**config.mk**
```make
export PLATFORM = sky130hd
export DESIGN_NAME = instr_issuer
export DESIGN_NICKNAME = d
export VERILOG_FILES = /design/src/rtl/instr_issuer_pkg.sv /design/src/rtl/issue_fifo.sv /design/src/rtl/instr_issuer.sv
export SDC_FILE = /design/constraint.sdc
export NUM_CORES = 1
export LEC_CHECK = 0
export BUFFER_PORTS_ARGS = -buffer_cell sky130_fd_sc_hd__buf_2
export CORE_ASPECT_RATIO = 0.7
export CORE_MARGIN = 2
export CORE_UTILIZATION = 40
export CTS_CLUSTER_SIZE = 24
export DETAILED_ROUTE_END_ITERATION = 7
export PLACE_DENSITY_LB_ADDON = 0.25
export SLEW_MARGIN = 10
export SYNTH_ARGS = -nofsm -noshare
export SYNTH_HDL_FRONTEND = slang
export SYNTH_SLANG_ARGS = --single-unit
```
**constraint.sdc**
```tcl
create_clock -name clk -period 4 [get_ports clk]
set_clock_uncertainty 0.2 [all_clocks]
set_input_delay 0.8 -clock clk [delete_from_list [all_inputs] [get_ports clk]]
set_output_delay 0.8 -clock clk [all_outputs]
set_load 0.02 [all_outputs]
```
**src/rtl/instr_issuer_pkg.sv**
```systemverilog
`default_nettype none
// ============================================================================
//  Module      : instr_issuer_pkg
//  Description : Shared types and constants for the instruction issuer:
//                FSM state encoding, instruction width, default sizing.
//  Revision    : 1.0 - initial release
// ============================================================================
package instr_issuer_pkg;

    localparam int c_instr_w         = 16;
    localparam int c_default_depth   = 8;
    localparam int c_default_timeout = 4;

    typedef logic [2:0] state_t;

    localparam state_t c_st_idle      = 3'd0;
    localparam state_t c_st_load      = 3'd1;
    localparam state_t c_st_start     = 3'd2;
    localparam state_t c_st_wait_busy = 3'd3;
    localparam state_t c_st_wait_done = 3'd4;

endpackage
`default_nettype wire

```
**src/rtl/issue_fifo.sv**
```systemverilog
`default_nettype none
// ============================================================================
//  Module      : issue_fifo
//  Description : Circular instruction buffer with sticky overflow flag.
//                Ports: i_push/i_data enqueue, i_pop dequeues the head,
//                o_head shows the head (zero when empty), o_count/o_full/
//                o_empty report occupancy, o_overflow is sticky until
//                i_clr_overflow.
//  Revision    : 1.0 - initial release
// ============================================================================
module issue_fifo
    import instr_issuer_pkg::*;
#(
    parameter int DEPTH = c_default_depth
) (
    input  logic                       clk,
    input  logic                       rst_n,
    input  logic                       i_push,
    input  logic [c_instr_w-1:0]       i_data,
    input  logic                       i_pop,
    input  logic                       i_clr_overflow,
    output logic [c_instr_w-1:0]       o_head,
    output logic [$clog2(DEPTH):0]     o_count,
    output logic                       o_full,
    output logic                       o_empty,
    output logic                       o_overflow
);

    localparam int c_ptr_w = $clog2(DEPTH);
    localparam int c_cnt_w = c_ptr_w + 1;

    logic [c_instr_w-1:0] r_mem [DEPTH];
    logic [c_ptr_w-1:0]   r_wr_ptr;
    logic [c_ptr_w-1:0]   r_rd_ptr;
    logic [c_cnt_w-1:0]   r_count;
    logic                 r_overflow;

    logic w_full;
    logic w_empty;
    logic w_pop_ok;
    logic w_push_ok;

    assign w_full    = (r_count == c_cnt_w'(DEPTH));
    assign w_empty   = (r_count == '0);
    assign w_pop_ok  = i_pop && !w_empty;
    // A pop in the same cycle frees a slot, so a write while full is legal.
    assign w_push_ok = i_push && (!w_full || w_pop_ok);

    // When full and popping, wr_ptr equals rd_ptr: the new word overwrites
    // the head that is leaving on this same edge.
    always_ff @(posedge clk) begin
        if (w_push_ok) begin
            r_mem[r_wr_ptr] <= i_data;
        end
    end

    always_ff @(posedge clk or negedge rst_n) begin
        if (!rst_n) begin
            r_wr_ptr   <= '0;
            r_rd_ptr   <= '0;
            r_count    <= '0;
            r_overflow <= 1'b0;
        end else begin
            if (w_push_ok) begin
                r_wr_ptr <= r_wr_ptr + 1'b1;
            end
            if (w_pop_ok) begin
                r_rd_ptr <= r_rd_ptr + 1'b1;
            end
            if (w_push_ok && !w_pop_ok) begin
                r_count <= r_count + 1'b1;
            end else if (w_pop_ok && !w_push_ok) begin
                r_count <= r_count - 1'b1;
            end
            if (i_clr_overflow) begin
                r_overflow <= 1'b0;
            end
            if (i_push && !w_push_ok) begin
                r_overflow <= 1'b1;
            end
        end
    end

    assign o_head     = w_empty ? '0 : r_mem[r_rd_ptr];
    assign o_count    = r_count;
    assign o_full     = w_full;
    assign o_empty    = w_empty;
    assign o_overflow = r_overflow;

endmodule
`default_nettype wire

```
**src/rtl/instr_issuer.sv**
```systemverilog
`default_nettype none
// ============================================================================
//  Module      : instr_issuer
//  Description : Host-side sequencer for the CPU instruction-load handshake.
//                Buffers host instructions and, on go, issues each one:
//                cpu_load, then cpu_s, then waits for cpu_w to fall and rise,
//                capturing {N,V,Z} and popping the buffer.
//                Host side : wr_en/wr_data, go, full, count, busy, done,
//                            overflow, timeout_err, status.
//                CPU side  : cpu_in, cpu_load, cpu_s, cpu_w, cpu_N/V/Z.
//                reset is asynchronous, active low.
//  Revision    : 1.0 - initial release
// ============================================================================
module instr_issuer
    import instr_issuer_pkg::*;
#(
    parameter int DEPTH   = c_default_depth,
    parameter int TIMEOUT = c_default_timeout
) (
    input  logic                   clk,
    input  logic                   reset,
    input  logic                   wr_en,
    input  logic [15:0]            wr_data,
    input  logic                   go,
    output logic                   full,
    output logic [$clog2(DEPTH):0] count,
    output logic                   busy,
    output logic                   done,
    output logic                   overflow,
    output logic                   timeout_err,
    output logic [2:0]             status,
    output logic [15:0]            cpu_in,
    output logic                   cpu_load,
    output logic                   cpu_s,
    input  logic                   cpu_w,
    input  logic                   cpu_N,
    input  logic                   cpu_V,
    input  logic                   cpu_Z
);

    localparam int c_cnt_w  = $clog2(DEPTH) + 1;
    localparam int c_tcnt_w = $clog2(TIMEOUT + 1);

    state_t              r_state;
    state_t              w_state_nxt;
    logic [c_tcnt_w-1:0] r_tcnt;
    logic [c_tcnt_w-1:0] w_tcnt_inc;
    logic [2:0]          r_status;
    logic                r_done;
    logic                r_timeout_err;

    logic                w_pop;
    logic                w_clr_err;
    logic                w_done_set;
    logic                w_timeout_set;
    logic                w_empty;
    logic [c_cnt_w-1:0]  w_count;

    issue_fifo #(
        .DEPTH (DEPTH)
    ) u_fifo (
        .clk            (clk),
        .rst_n          (reset),
        .i_push         (wr_en),
        .i_data         (wr_data),
        .i_pop          (w_pop),
        .i_clr_overflow (w_clr_err),
        .o_head         (cpu_in),
        .o_count        (w_count),
        .o_full         (full),
        .o_empty        (w_empty),
        .o_overflow     (overflow)
    );

    assign w_tcnt_inc = r_tcnt + 1'b1;

    always_comb begin
        w_state_nxt   = r_state;
        w_pop         = 1'b0;
        w_clr_err     = 1'b0;
        w_done_set    = 1'b0;
        w_timeout_set = 1'b0;
        case (r_state)
            c_st_idle: begin
                if (go && !w_empty && cpu_w) begin
                    w_state_nxt = c_st_load;
                    w_clr_err   = 1'b1;
                end
            end
            c_st_load: begin
                w_state_nxt = c_st_start;
            end
            c_st_start: begin
                w_state_nxt = c_st_wait_busy;
            end
            c_st_wait_busy: begin
                if (!cpu_w) begin
                    w_state_nxt = c_st_wait_done;
                end else if (w_tcnt_inc == c_tcnt_w'(TIMEOUT)) begin
                    // Instruction stays queued so the host can retry it.
                    w_timeout_set = 1'b1;
                    w_state_nxt   = c_st_idle;
                end
            end
            c_st_wait_done: begin
                if (cpu_w) begin
                    w_pop = 1'b1;
                    // Last entry leaving with no write landing beside it.
                    // DEPTH >= 2 means a write at count 1 is always accepted.
                    if ((w_count == c_cnt_w'(1)) && !wr_en) begin
                        w_done_set  = 1'b1;
                        w_state_nxt = c_st_idle;
                    end else begin
                        w_state_nxt = c_st_load;
                    end
                end
            end
            default: begin
                w_state_nxt = c_st_idle;
            end
        endcase
    end

    always_ff @(posedge clk or negedge reset) begin
        if (!reset) begin
            r_state       <= c_st_idle;
            r_tcnt        <= '0;
            r_status      <= 3'b000;
            r_done        <= 1'b0;
            r_timeout_err <= 1'b0;
        end else begin
            r_state <= w_state_nxt;
            r_done  <= w_done_set;
            if (r_state == c_st_start) begin
                r_tcnt <= '0;
            end else if ((r_state == c_st_wait_busy) && cpu_w) begin
                r_tcnt <= w_tcnt_inc;
            end
            if (w_pop) begin
                r_status <= {cpu_N, cpu_V, cpu_Z};
            end
            if (w_clr_err) begin
                r_timeout_err <= 1'b0;
            end else if (w_timeout_set) begin
                r_timeout_err <= 1'b1;
            end
        end
    end

    assign count       = w_count;
    assign busy        = (r_state != c_st_idle);
    assign done        = r_done;
    assign timeout_err = r_timeout_err;
    assign status      = r_status;
    assign cpu_load    = (r_state == c_st_load);
    assign cpu_s       = (r_state == c_st_start);

endmodule
`default_nettype wire

```
-- After elaboration in Yosys (flattened, before gate mapping)
Memories as Yosys holds them, arrays and structs flattened.
Index checks and enable logic that the tools add are counted.
- add/sub/neg operators: 5
- $mul: 0
- divide/modulo/power cells: 0
- magnitude comparators: 0
- eq/ne operators: 10
- shifts and indexed selects: 0
- multiplexer cells: 27
- bitwise operators: 0
- reduce and logical (&&, ||, !) cells: 23
- operators with widths (cell ; number):
    $mux 3 ; 6
    $mux 1 ; 17
    $mux 16 ; 1
    $pmux 3 s5 ; 1
    $add 3x1->3 const B ; 3
    $logic_and 1x1->1 ; 9
    $mux 4 ; 2
    $reduce_bool 2->1 ; 4
    $eq 3x2->1 const B ; 2
    $eq 3x3->1 const B ; 2
    $logic_not 1->1 ; 5
    $add 4x1->4 const B ; 1
    $eq 4x1->1 const B ; 1
    $eq 4x4->1 const B ; 1
    $logic_not 4->1 ; 1
    $ne 2x2->1 const B ; 2
    $sub 4x1->4 const B ; 1
    $eq 3x1->1 const B ; 1
    $logic_not 3->1 ; 1
    $ne 3x3->1 const B ; 1
    $reduce_and 3->1 ; 1
    $reduce_bool 3->1 ; 1
    $logic_or 1x1->1 ; 1
- register bits: 22
- latch bits: 0
- RAM bits: 128
- memory bits (read-only): 0
- input bits: 24
- memories kept: 1
- memories (name ; depth ; bits a word ; read ports ; clocked after memory_dff ; write ports ; line ; RTL):
    u_fifo.r_mem ; 8 ; 16 ; 1 ; 0 ; 1 ; issue_fifo.sv:32 ; logic [c_instr_w-1:0] r_mem [DEPTH];

-- Depth between registers and ports, before layout
Gate-level depths: netlist (run 1).
- depth after elaboration: 9
- gate-level depth with buffers: 9

-- By module
A second synthesis (run 1) with hierarchy kept.
- cells, all modules: 315
- area, all modules: 6110.9 um^2
- by module, submodules not included (module ; times used ; cells an instance ; area an instance (um^2)):
    issue_fifo ; 1 ; 257 ; 5486.5
    instr_issuer ; 1 ; 58 ; 624.3

-- Worst setup path after synthesis (run 1)
No wires, ideal clock.
- path type: input -> register
- start: in cpu_w
- end: mem u_fifo.r_mem[1][0] (enable)
- library setup time: 430 ps
- arrival: 2870 ps
- data required time: 3370 ps
- path slack: 500 ps
- stages: 4
- buffers on the path: 1
- cells stage by stage: and4bb_2 buf_4 nor2_1 nor4_1
- longest elaborated chain between the ends: 7
- RTL lines (element ; line ; RTL):
    start: declaration ; instr_issuer.sv:35 ; input logic cpu_w,
    $mux 1 ; instr_issuer.sv:106 ; if (cpu_w) begin
    $mux 1 ; instr_issuer.sv:83 ; case (r_state)
    $logic_and 1x1->1 ; issue_fifo.sv:45 ; assign w_pop_ok = i_pop && !w_empty;
    $logic_or 1x1->1 ; issue_fifo.sv:47 ; assign w_push_ok = i_push && (!w_full || w_pop_ok);
    $logic_and 1x1->1 ; issue_fifo.sv:47 ;
    $mux 1 ; issue_fifo.sv:52 ; if (w_push_ok) begin
    $mux 1 (not written as such) ; issue_fifo.sv:53 ; r_mem[r_wr_ptr] <= i_data;
    end: declaration ; issue_fifo.sv:32 ;
Every way passes these cells.

-- Worst setup path after layout (run 1)
- start: reg u_fifo.r_rd_ptr[0]
- end: out cpu_in[2]
- longest elaborated chain between the ends: 2
- RTL lines (element ; line ; RTL):
    start: declaration ; issue_fifo.sv:34 ; logic [c_ptr_w-1:0] r_rd_ptr;
    start signal: assignment ; issue_fifo.sv:68 ; r_rd_ptr <= r_rd_ptr + 1'b1;
    $mem_v2 8x16 ; -- ;
    $mux 16 ; issue_fifo.sv:84 ; assign o_head = w_empty ? '0 : r_mem[r_rd_ptr];
    end: declaration ; instr_issuer.sv:32 ; output logic [15:0] cpu_in,
Every way passes these cells.

==> results of run 1 <==
cells in the final DEF, fill, tap and decap left out, types with 5 or more instances in the layout:
master     synthesis  routed
a22o_2             6       6
a21oi_1            5       5
xnor2_1            5       5
mux4_2            32      32
mux2_2             5       5
nor2_1             9       9
inv_1              7       7
a22o_1            11      11
buf_4              2      12
ha_1               8       8
clkbuf_16          0      17
edfxtp_1         128     128
xor2_1             5       5
dfrtp_1           22      21
buf_2              2      53
where the power goes:
| part | switching (uW) | internal, uW | leakage, uW |
|---|---|---|---|
| Combinational | 804 | 691 | 0.000843 |
| Sequential | 221 | 1990 | 0.00144 |
| Clock | 658 | 1000 | 0.000299 |
area by class of cell:
type	instances	area, sq um	area share (%)
flip-flops and latches	150	4395	61.52
multi-input cells	129	1504	21.05
clock buffers	18	429.2	6.007
repair buffers	65	355.3	4.974
well taps	195	244.0	3.415
clock inverters	14	190.2	2.662
inverters	7	26.28	0.3678
sequential cells by signal (all words and copies together) (netlist names):
name and count:
u_fifo.r_mem 128, u_fifo.o_count 4, r_state 3, r_tcnt 3
status 3, u_fifo.r_rd_ptr 3, u_fifo.r_wr_ptr 3, done 1
timeout_err 1, u_fifo.o_overflow 1
cell families after synthesis:
family | Yosys count | synth area share [%]
buffers and inverters | 21 | 1.964
adder cells (fa/ha/maj) | 8 | 1.671
AND/OR/NAND/NOR | 42 | 4.324
XOR/XNOR | 10 | 1.462
AO/OA/AOI/OAI | 30 | 3.907
multiplexers | 39 | 13.31
flip-flops | 150 | 73.37
worst register-to-register path, stage by stage, from the launching register on:
cell	delay, ns
dfrtp_1	0.46
inv_1	0.07
ha_1	0.24
nand3b_1	0.21
o21ai_0	0.22
nor3_2	0.81
buf_4	0.34
cells in the mapped netlist, drive strengths merged, types with 3 or more instances:
cell type  number  area share (%)
edfxtp        128              64
mux4           32              12
dfrtp          22             9.2
a22o           17             2.6
nor2            9            0.56
ha              8             1.7
buf             7             1.0
clkbuf          7            0.48
inv             7            0.44
a21oi           5            0.42
mux2            5            0.94
nor3            5            0.42
o21ai           5            0.48
xnor2           5            0.73
xor2            5            0.73
nand2           4            0.25
nor3b           4            0.50
nand3b          3            0.38
or3b            3            0.48
layer usage:
metal  up-vias  GRT usage, %  wire length (um)
met4         0         7.278               220
met3        18         4.464               433
met5         -             0                 0
met2        51         22.57              5061
met1      1561         20.89              5367
li1       1368             -                 -
worst paths after layout:
| check | from | end | slack (ns) | depth (start not counted) |
|---|---|---|---|---|
| max | u_fifo.r_rd_ptr[0] | cpu_in[2] | 0.53 | 4 |
| min | reset | status[1] | 0.15 | 1 |
| max reg2reg | u_fifo.o_count[0] | u_fifo.r_mem[5][12] | 1.15 | 6 |
| min reg2reg | u_fifo.r_rd_ptr[2] | u_fifo.r_rd_ptr[2] | 0.30 | 1 |
| max in group asynchronous | reset | u_fifo.r_rd_ptr[0] | 3.08 | 1 |
| min in group clk | u_fifo.r_rd_ptr[2] | u_fifo.r_rd_ptr[2] | 0.30 | 1 |
stage by stage:
stage / setup WS [ns] / total power (uW)
final: 0.5291 / 5367
after global routing: 0.3419 / 5640
after CTS: 0.4326 / 5440
after detailed placement: 0.6656 / 3770
after global placement: 0.6938 / 3738
after floorplan: 0.5000 / 3281
==> impl_metrics.yaml, run 1 <==
setup_path:
  cp_max_fo: 18
  crit_buf_inv: 2
  cp.arrival_ns: 2.47
  cp-end-kind: "output pin"
  cpLargestDelayFamily: "flip-flops"
  required_ns: 3.00
  start_kind: "flop"
  slowest_delay_ns: 0.74
  crit_chain: "buf_4, mux4_2, a22o_2, buf_2"
  critical_path_class: "reg -> out"
  crit_path_top_delay_cell: "dfrtp_2"
place:
  io_buffers: 53
  placed_area_sq_um: 6525
  gp_congestion: 0.6985
  dp_hpwl_um: 6783
  place_inst: 546
logic_synthesis:
  yosys_warnings: 0
  synth_ff_type: "edfxtp_1"
  synth_edf_count: 128
  async_flop_share_pct: 14.67
  syn_area_per_cell_sq_um: 19.96
  synth_nets: 332
  netlist_area_sq_um: 5989
  synthCells: 300
  ys_seq_elements: 150
  synth.distinct_cells: 40
  synth_seq_area_share_pct: 73.37
clock_tree:
  post_cts_resized: 0
  postCtsHoldBufs: 0
  htree_levels: 4
  ctsRootBufferMaster: "clkbuf_16"
  path_clk_slew_ns: 0.06
  clk_path_buf_depth: 2
  clock_sinks: 150
  cts_tree: "built"
  cts_setup_buffers: 0
  clock_latency_ns: 0.42
  cts_buffers: 17
floorplan:
  fp-row-count: 37
  initial_core_util_pct: 40.81
  core_sq_um: 14680
  dieArea_sq_um: 15980
  die_height_um: 106.4
  die_x_um: 150.3
  io_pins: 54
drt:
  dr.pass1.iters: 4
  drt_iter0_markers: 223
  wirelength_um: 11080
  ant_nets: 0
  drc: 0
  routedWlPerCell_um: 19.17
  vias: 2998
  avgViaCountPerCell: 5.187
timing:
  tns_ns: 0
  finalMaxSlewViolations: 0
  finalCriticalPeriod_ns: 3.471
  finalCritPeriodShare_pct: 86.77
  max_freq_mhz: 288.1
  rsz0062_at_grt: "false"
  worst_pin_slew_ns: 0.9368
  worst_hold_slack_ns: 0.1480
  setup_viol: 0
  timing_hold_violations_final: 0
  relSlewSlack_pct: 37.21
grt:
  grt_pass1_wl_um: 17220
  grt_use_total_pct: 15.28
  first_global_vias: 3016
  grt-ovfl-total: 0
  antenna_found_initial: 0
  grt_start_max_net_pins: 23
cells_and_area:
  utilization_pct: 48.68
  drive_gt1_share_pct: 39.69
  final_cell_area_sq_um: 7144
  nets: 402
  antenna_cells: 0
  instances_no_fill: 578
  area_growth_pct: 19.28
  fill_cells: 1204
worst_hold_path:
  min_path_type: "in -> async"
power:
  powerDensity_nw_per_um2: 751.2
  ir_drop_mv: 0.3079
  leakage_uw: 0.002581
run_status:
  outcome: "complete, no violations"
job:
  maxCapViolCount: 0
Note: power is estimated with default switching activity, not from simulation.
==> run 2, diff against run 1 <==
--- a/config.mk
+++ b/config.mk
@@ -5,12 +5,15 @@
 export SDC_FILE = /design/constraint.sdc
 export NUM_CORES = 1
 export LEC_CHECK = 0
+export ABC_AREA = 1
 export BUFFER_PORTS_ARGS = -buffer_cell sky130_fd_sc_hd__buf_2
 export CORE_ASPECT_RATIO = 0.7
 export CORE_MARGIN = 2
 export CORE_UTILIZATION = 40
 export CTS_CLUSTER_SIZE = 24
 export DETAILED_ROUTE_END_ITERATION = 7
+export GPL_ROUTABILITY_DRIVEN = 1
+export GPL_TIMING_DRIVEN = 0
 export PLACE_DENSITY_LB_ADDON = 0.25
 export SLEW_MARGIN = 10
 export SYNTH_ARGS = -nofsm -noshare
==> impl_metrics.yaml, run 2 <==
clock_tree:
  ctsRootBufferMaster: "clkbuf_16"
  clock_latency_ns: 0.43
  path_clk_slew_ns: 0.06
  htree_levels: 4
  post_cts_resized: 0
  cts_setup_buffers: 0
  postCtsHoldBufs: 0
  clock_sinks: 150
  clk_path_buf_depth: 2
  cts_tree: "built"
  cts_buffers: 17
logic_synthesis:
  synth_nets: 584
  synth_top_cell_area_share_pct: 61.09
  ys_seq_elements: 150
  synthCells: 552
  synth_seq_area_share_pct: 69.83
  netlist_area_sq_um: 6292
  synth.most_common_cell: "nor2_1"
  synth_top_area_cell: "edfxtp_1"
  yosys-top-cells-count: "nor2_1, edfxtp_1, o21ai_0"
  synth_edf_count: 128
  yosys_warnings: 0
  synth_ff_type: "edfxtp_1"
  synth.distinct_cells: 33
  synth_area_leaders: "edfxtp_1, nor2_1, dfrtp_1"
  async_flop_share_pct: 14.67
  syn_area_per_cell_sq_um: 11.40
timing:
  finalCritPeriodShare_pct: 80.05
  max_freq_mhz: 312.3
  finalCriticalPeriod_ns: 3.202
  worst_pin_slew_ns: 0.8392
  relSlewSlack_pct: 43.75
  timing_hold_violations_final: 0
  rsz0062_at_grt: "false"
  setup_viol: 0
  finalMaxSlewViolations: 0
  tns_ns: 0
drt:
  ant_nets: 0
  drc: 0
  wirelength_um: 14890
  vias: 4284
  dr.pass1.iters: 5
  routedWlPerCell_um: 17.58
  drt_iter0_markers: 459
  avgViaCountPerCell: 5.058
setup_path:
  start_kind: "flop"
  worstSetupEndpoint: "cpu_in[9]"
  ff2ff_path_depth: 14
  timing.rr.start: "u_fifo.o_count[0]"
  cp-end-kind: "output pin"
  startpoint: "u_fifo.r_rd_ptr[1]"
  ff2ff_setup_slack_ns: 1.47
  cp_max_fo: 10
  worst_r2r_endpoint: "u_fifo.o_count[3]"
  cp.arrival_ns: 2.20
  required_ns: 3.00
  critical_path_class: "reg -> out"
cells_and_area:
  register_area_sq_um: 4394
  area_growth_pct: 20.20
  regMostFlops: "u_fifo.r_mem"
  final_common_cell: "nor2_1"
  drive_gt1_share_pct: 20.25
  multi_input_area_sq_um: 1705
  mostFrequentLayoutCells: "nor2_1, edfxtp_1, o21ai_0, buf_2, nand2_1"
  antenna_cells: 0
  final_cell_area_sq_um: 7564
  fill_cells: 1361
  largest_reg_flops: 128
  nets: 666
floorplan:
  dieArea_sq_um: 16770
  io_pins: 54
  initial_core_util_pct: 40.72
  die_x_um: 153.9
  fp-row-count: 38
  core_sq_um: 15450
  die_height_um: 108.9
grt:
  grt_use_total_pct: 18.85
  antenna_found_initial: 0
  grt_start_max_net_pins: 23
  grt_pass1_wl_um: 22770
  first_global_vias: 4136
  grt-ovfl-total: 0
place:
  io_buffers: 53
  dp_hpwl_um: 10040
  placed_area_sq_um: 6950
  gp_congestion: 0.8040
run_status:
  outcome: "complete, no violations"
power:
  leakage_uw: 0.002940
  p_int_uw: 3732
  clockPowerShare_pct: 27.4
  ir_drop_mv: 0.2775
  switching_power_uw: 2280
  powerDensity_nw_per_um2: 794.9
  swShare_pct: 37.93
  pwr-share-seq_pct: 35.1
  p_comb_share_pct: 37.4
job:
  maxCapViolCount: 0
worst_hold_path:
  min_path_type: "in -> async"
-- run 2: cell type report --
type,count,share of cell area (%)
multi-input cells,354,22.55
inverters,23,1.158
plain buffers,25,1.787
repair buffers,63,4.996
clock inverters,13,2.382
well taps,200,3.309
flip-flops and latches,150,58.10
clock buffers,19,5.724
-- run 2: stage by stage --
stage                     total power, uW  hold slack, ns  utilization (%)  setup WS (ns)  cells
after floorplan                      3587          0.2772                -          1.092    552
after global placement               4285          0.2763            44.06       -0.07143    805
after detailed placement             4389          0.2840            44.98          1.182    815
after CTS                            6042          0.1591            48.95         0.8106    847
after global routing                 6378          0.1768            48.95         0.6977    847
final                                6012          0.1493            48.95         0.7982    847
-- run 2: how the worst min path moves through the flow --
| stage | endpoint | slack (ns) | cells past startpoint |
|---|---|---|---|
| floorplan | u_fifo.r_wr_ptr[0] | 0.28 | 2 |
| global placement | u_fifo.o_count[3] | 0.28 | 2 |
| detailed placement | u_fifo.o_count[3] | 0.28 | 2 |
| CTS | u_fifo.o_count[0] | 0.16 | 1 |
| global route | u_fifo.o_overflow | 0.18 | 1 |
| finish | u_fifo.o_count[0] | 0.15 | 1 |
-- run 2: metal layers --
layer  share of wire [%]  vias to the layer above  global-route usage, %
li1                    -                     2068                      -
met1                  48                     2071                  25.79
met2                  44                      120                  28.99
met3                 5.6                       25                  5.366
met4                 2.0                        0                  6.943
met5                   0                        -                      0
-- run 2: logic make-up after synthesis --
group | after synthesis | synth area share, %
adders and majority gates | 8 | 1.591
xor gates and xnor gates | 6 | 0.8351
and+or+nand+nor | 241 | 15.91
AOI/OAI and AO/OA | 96 | 7.755
DFF | 150 | 69.84
buffers and inverters | 48 | 3.539
muxes | 3 | 0.5368
-- run 2: power by group through the flow --
| stage | sequential [uW] | clock (uW) | combinational [uW] |
|---|---|---|---|
| 3_3_place_gp | 2140 | 0 | 2150 |
| 3_5_place_dp | 2140 | 0 | 2250 |
| 2_1_floorplan | 2170 | 0 | 1410 |
| 5_1_grt | 2140 | 1750 | 2490 |
| 4_1_cts | 2110 | 1670 | 2260 |
| 6_report | 2110 | 1650 | 2250 |
-- run 2: worst max-delay path, cell delays in order, from the launching register on --
cell and delay [ns]:
dfrtp_1 0.42, inv_2 0.19, clkbuf_1 0.53, nor2_1 0.11, o21ai_0 0.11, nand3_1 0.11, nand2_1 0.09, nor2_1 0.04
buf_2 0.15
==> run 3, diff against run 2 <==
==> constraint.sdc (replaced) <==
create_clock -name clk -period 2.6 [get_ports clk]
set_clock_uncertainty 0.2 [all_clocks]
set_input_delay 0.52 -clock clk [delete_from_list [all_inputs] [get_ports clk]]
set_output_delay 0.52 -clock clk [all_outputs]
set_load 0.02 [all_outputs]
==> impl_metrics.yaml, run 3 (synthesized netlist as in run 2, its figures left out) <==
floorplan:
  dieArea_sq_um: 16770
  fp-row-count: 38
  initial_core_util_pct: 40.72
  die_height_um: 108.9
  core_sq_um: 15450
  die_x_um: 153.9
  io_pins: 54
grt:
  grt.busiest_layer: "met2"
  use_met2_pct: 29.92
  antenna_found_initial: 0
  use_met1_pct: 25.67
  grt-ovfl-total: 0
  grt_use_total_pct: 18.97
  grt_start_max_net_pins: 23
  use_met3_pct: 4.968
  first_global_vias: 4184
  grt_pass1_wl_um: 22940
cells_and_area:
  antenna_cells: 0
  utilization_pct: 51.81
  fill_cells: 1305
  area_growth_pct: 27.22
  register_area_sq_um: 4397
  final_cell_area_sq_um: 8005
  mostFrequentLayoutCells: "nor2_1, edfxtp_1, o21ai_0, nand2_1, buf_2"
  final_common_cell: "nor2_1"
  nets: 678
  multi_input_area_sq_um: 1778
  largest_reg_flops: 128
  drive_gt1_share_pct: 25.80
  regMostFlops: "u_fifo.r_mem"
drt:
  vias: 4356
  routedWlPerCell_um: 17.85
  avgViaCountPerCell: 5.071
  wirelength_um: 15330
  dr.pass1.iters: 4
  drt_iter0_markers: 454
  ant_nets: 0
  drc: 0
setup_path:
  cp.arrival_ns: 1.83
  cp-end-kind: "output pin"
  crit_path_top_delay_cell: "dfrtp_2"
  ff2ff_setup_slack_ns: 0.11
  start_kind: "flop"
  cpLargestDelayFamily: "flip-flops"
  crit_buf_inv: 3
  slowest_delay_ns: 0.45
  ff2ff_path_depth: 14
  crit_chain: "buf_8, buf_12, nor2_4, nor2_1, o21ai_1, o21ai_1, nor2_1, nor2_2, buf_6"
  timing.rr.start: "u_fifo.o_count[0]"
  required_ns: 1.88
  cp_max_fo: 6
  critical_path_class: "reg -> out"
  worst_r2r_endpoint: "u_fifo.o_count[3]"
  startpoint: "u_fifo.r_rd_ptr[0]"
clock_tree:
  ctsRootBufferMaster: "clkbuf_16"
  path_clk_slew_ns: 0.06
  cts_tree: "built"
  clk_path_buf_depth: 2
  cts_buffers: 17
  htree_levels: 4
  clock_latency_ns: 0.42
  clock_sinks: 150
place:
  io_buffers: 53
  gp_congestion: 0.8040
  dp_hpwl_um: 10040
  placed_area_sq_um: 6950
power:
  p_total_uw: 10050
  leakage_uw: 0.003117
  ir_drop_mv: 0.4353
  powerDensity_nw_per_um2: 1256
worst_hold_path:
  worstHoldStart: "cpu_V"
  hold_path_end: "status[1]"
  min_path_type: "in -> reg"
  hold_depth: 2
job:
  maxCapViolCount: 0
timing:
  timing_hold_violations_final: 0
  max_freq_mhz: 391.5
  relSlewSlack_pct: 43.29
  rsz0062_at_grt: "true"
  worst_pin_slew_ns: 0.8460
  setup_viol: 0
  finalCriticalPeriod_ns: 2.554
  finalCritPeriodShare_pct: 98.23
  finalMaxSlewViolations: 0
run_status:
  outcome: "complete, no violations"
[run 3: worst max-delay path by stage]
stage,to,slack (ns),cells after the start
2_1_floorplan,u_fifo.r_mem[5][0],-0.31,7
3_3_place_gp,u_fifo.r_mem[5][10],-1.19,5
4_1_cts,cpu_in[14],-0.01,8
3_5_place_dp,u_fifo.r_mem[3][9],0.06,8
5_1_grt,u_fifo.o_count[3],-0.09,14
6_report,cpu_in[14],0.05,9
[run 3: cell type report]
type                            count  share of cell area, %
Tap cell                          200                  3.126
Clock buffer                       19                  5.408
Clock inverter                     13                  2.251
Sequential cell                   150                  54.92
Buffer                             25                  3.954
Inverter                           23                  1.125
Timing Repair Buffer               75                  7.002
Multi-Input combinational cell    354                  22.21
[run 3: routing by layer]
layer  vias up  wire (um)
met3        24        897
met1      2094       7223
li1       2100          -
met4         0        235
met2       138       6973
met5         -          0
[run 3: where the power goes]
part           total [uW]  switching, uW  internal (uW)  leakage [uW]
clock network        2540            937           1600      0.000295
logic                4240           2560           1680       0.00139
registers            3280            220           3060       0.00144
total               10100           3720           6340       0.00312
[run 3: what timing repair did]
| item | 4_1_cts | 5_1_grt |
|---|---|---|
| endpoints found under the hold margin | 22 | 0 |
| pin swaps | 3 | 12 |
| buffers inserted | 5 | 3 |
| hold buffers | 1 | 0 |
| endpoints found under the setup margin | 16 | 51 |
| gates resized for setup | 39 | 89 |
| gates cloned | 0 | 3 |
[run 3: through the flow]
stage               hold slack (ns)  setup TNS, ns  setup WS [ns]  cells
floorplan                   0.02441         -19.72        -0.3081    552
global placement             0.2763        -100.47         -1.191    805
detailed placement           0.2840              0        0.05530    815
CTS                          0.1106       -0.01775       -0.01483    853
global route                 0.1177        -0.6848       -0.08771    859
finish                       0.1288              0        0.04600    859
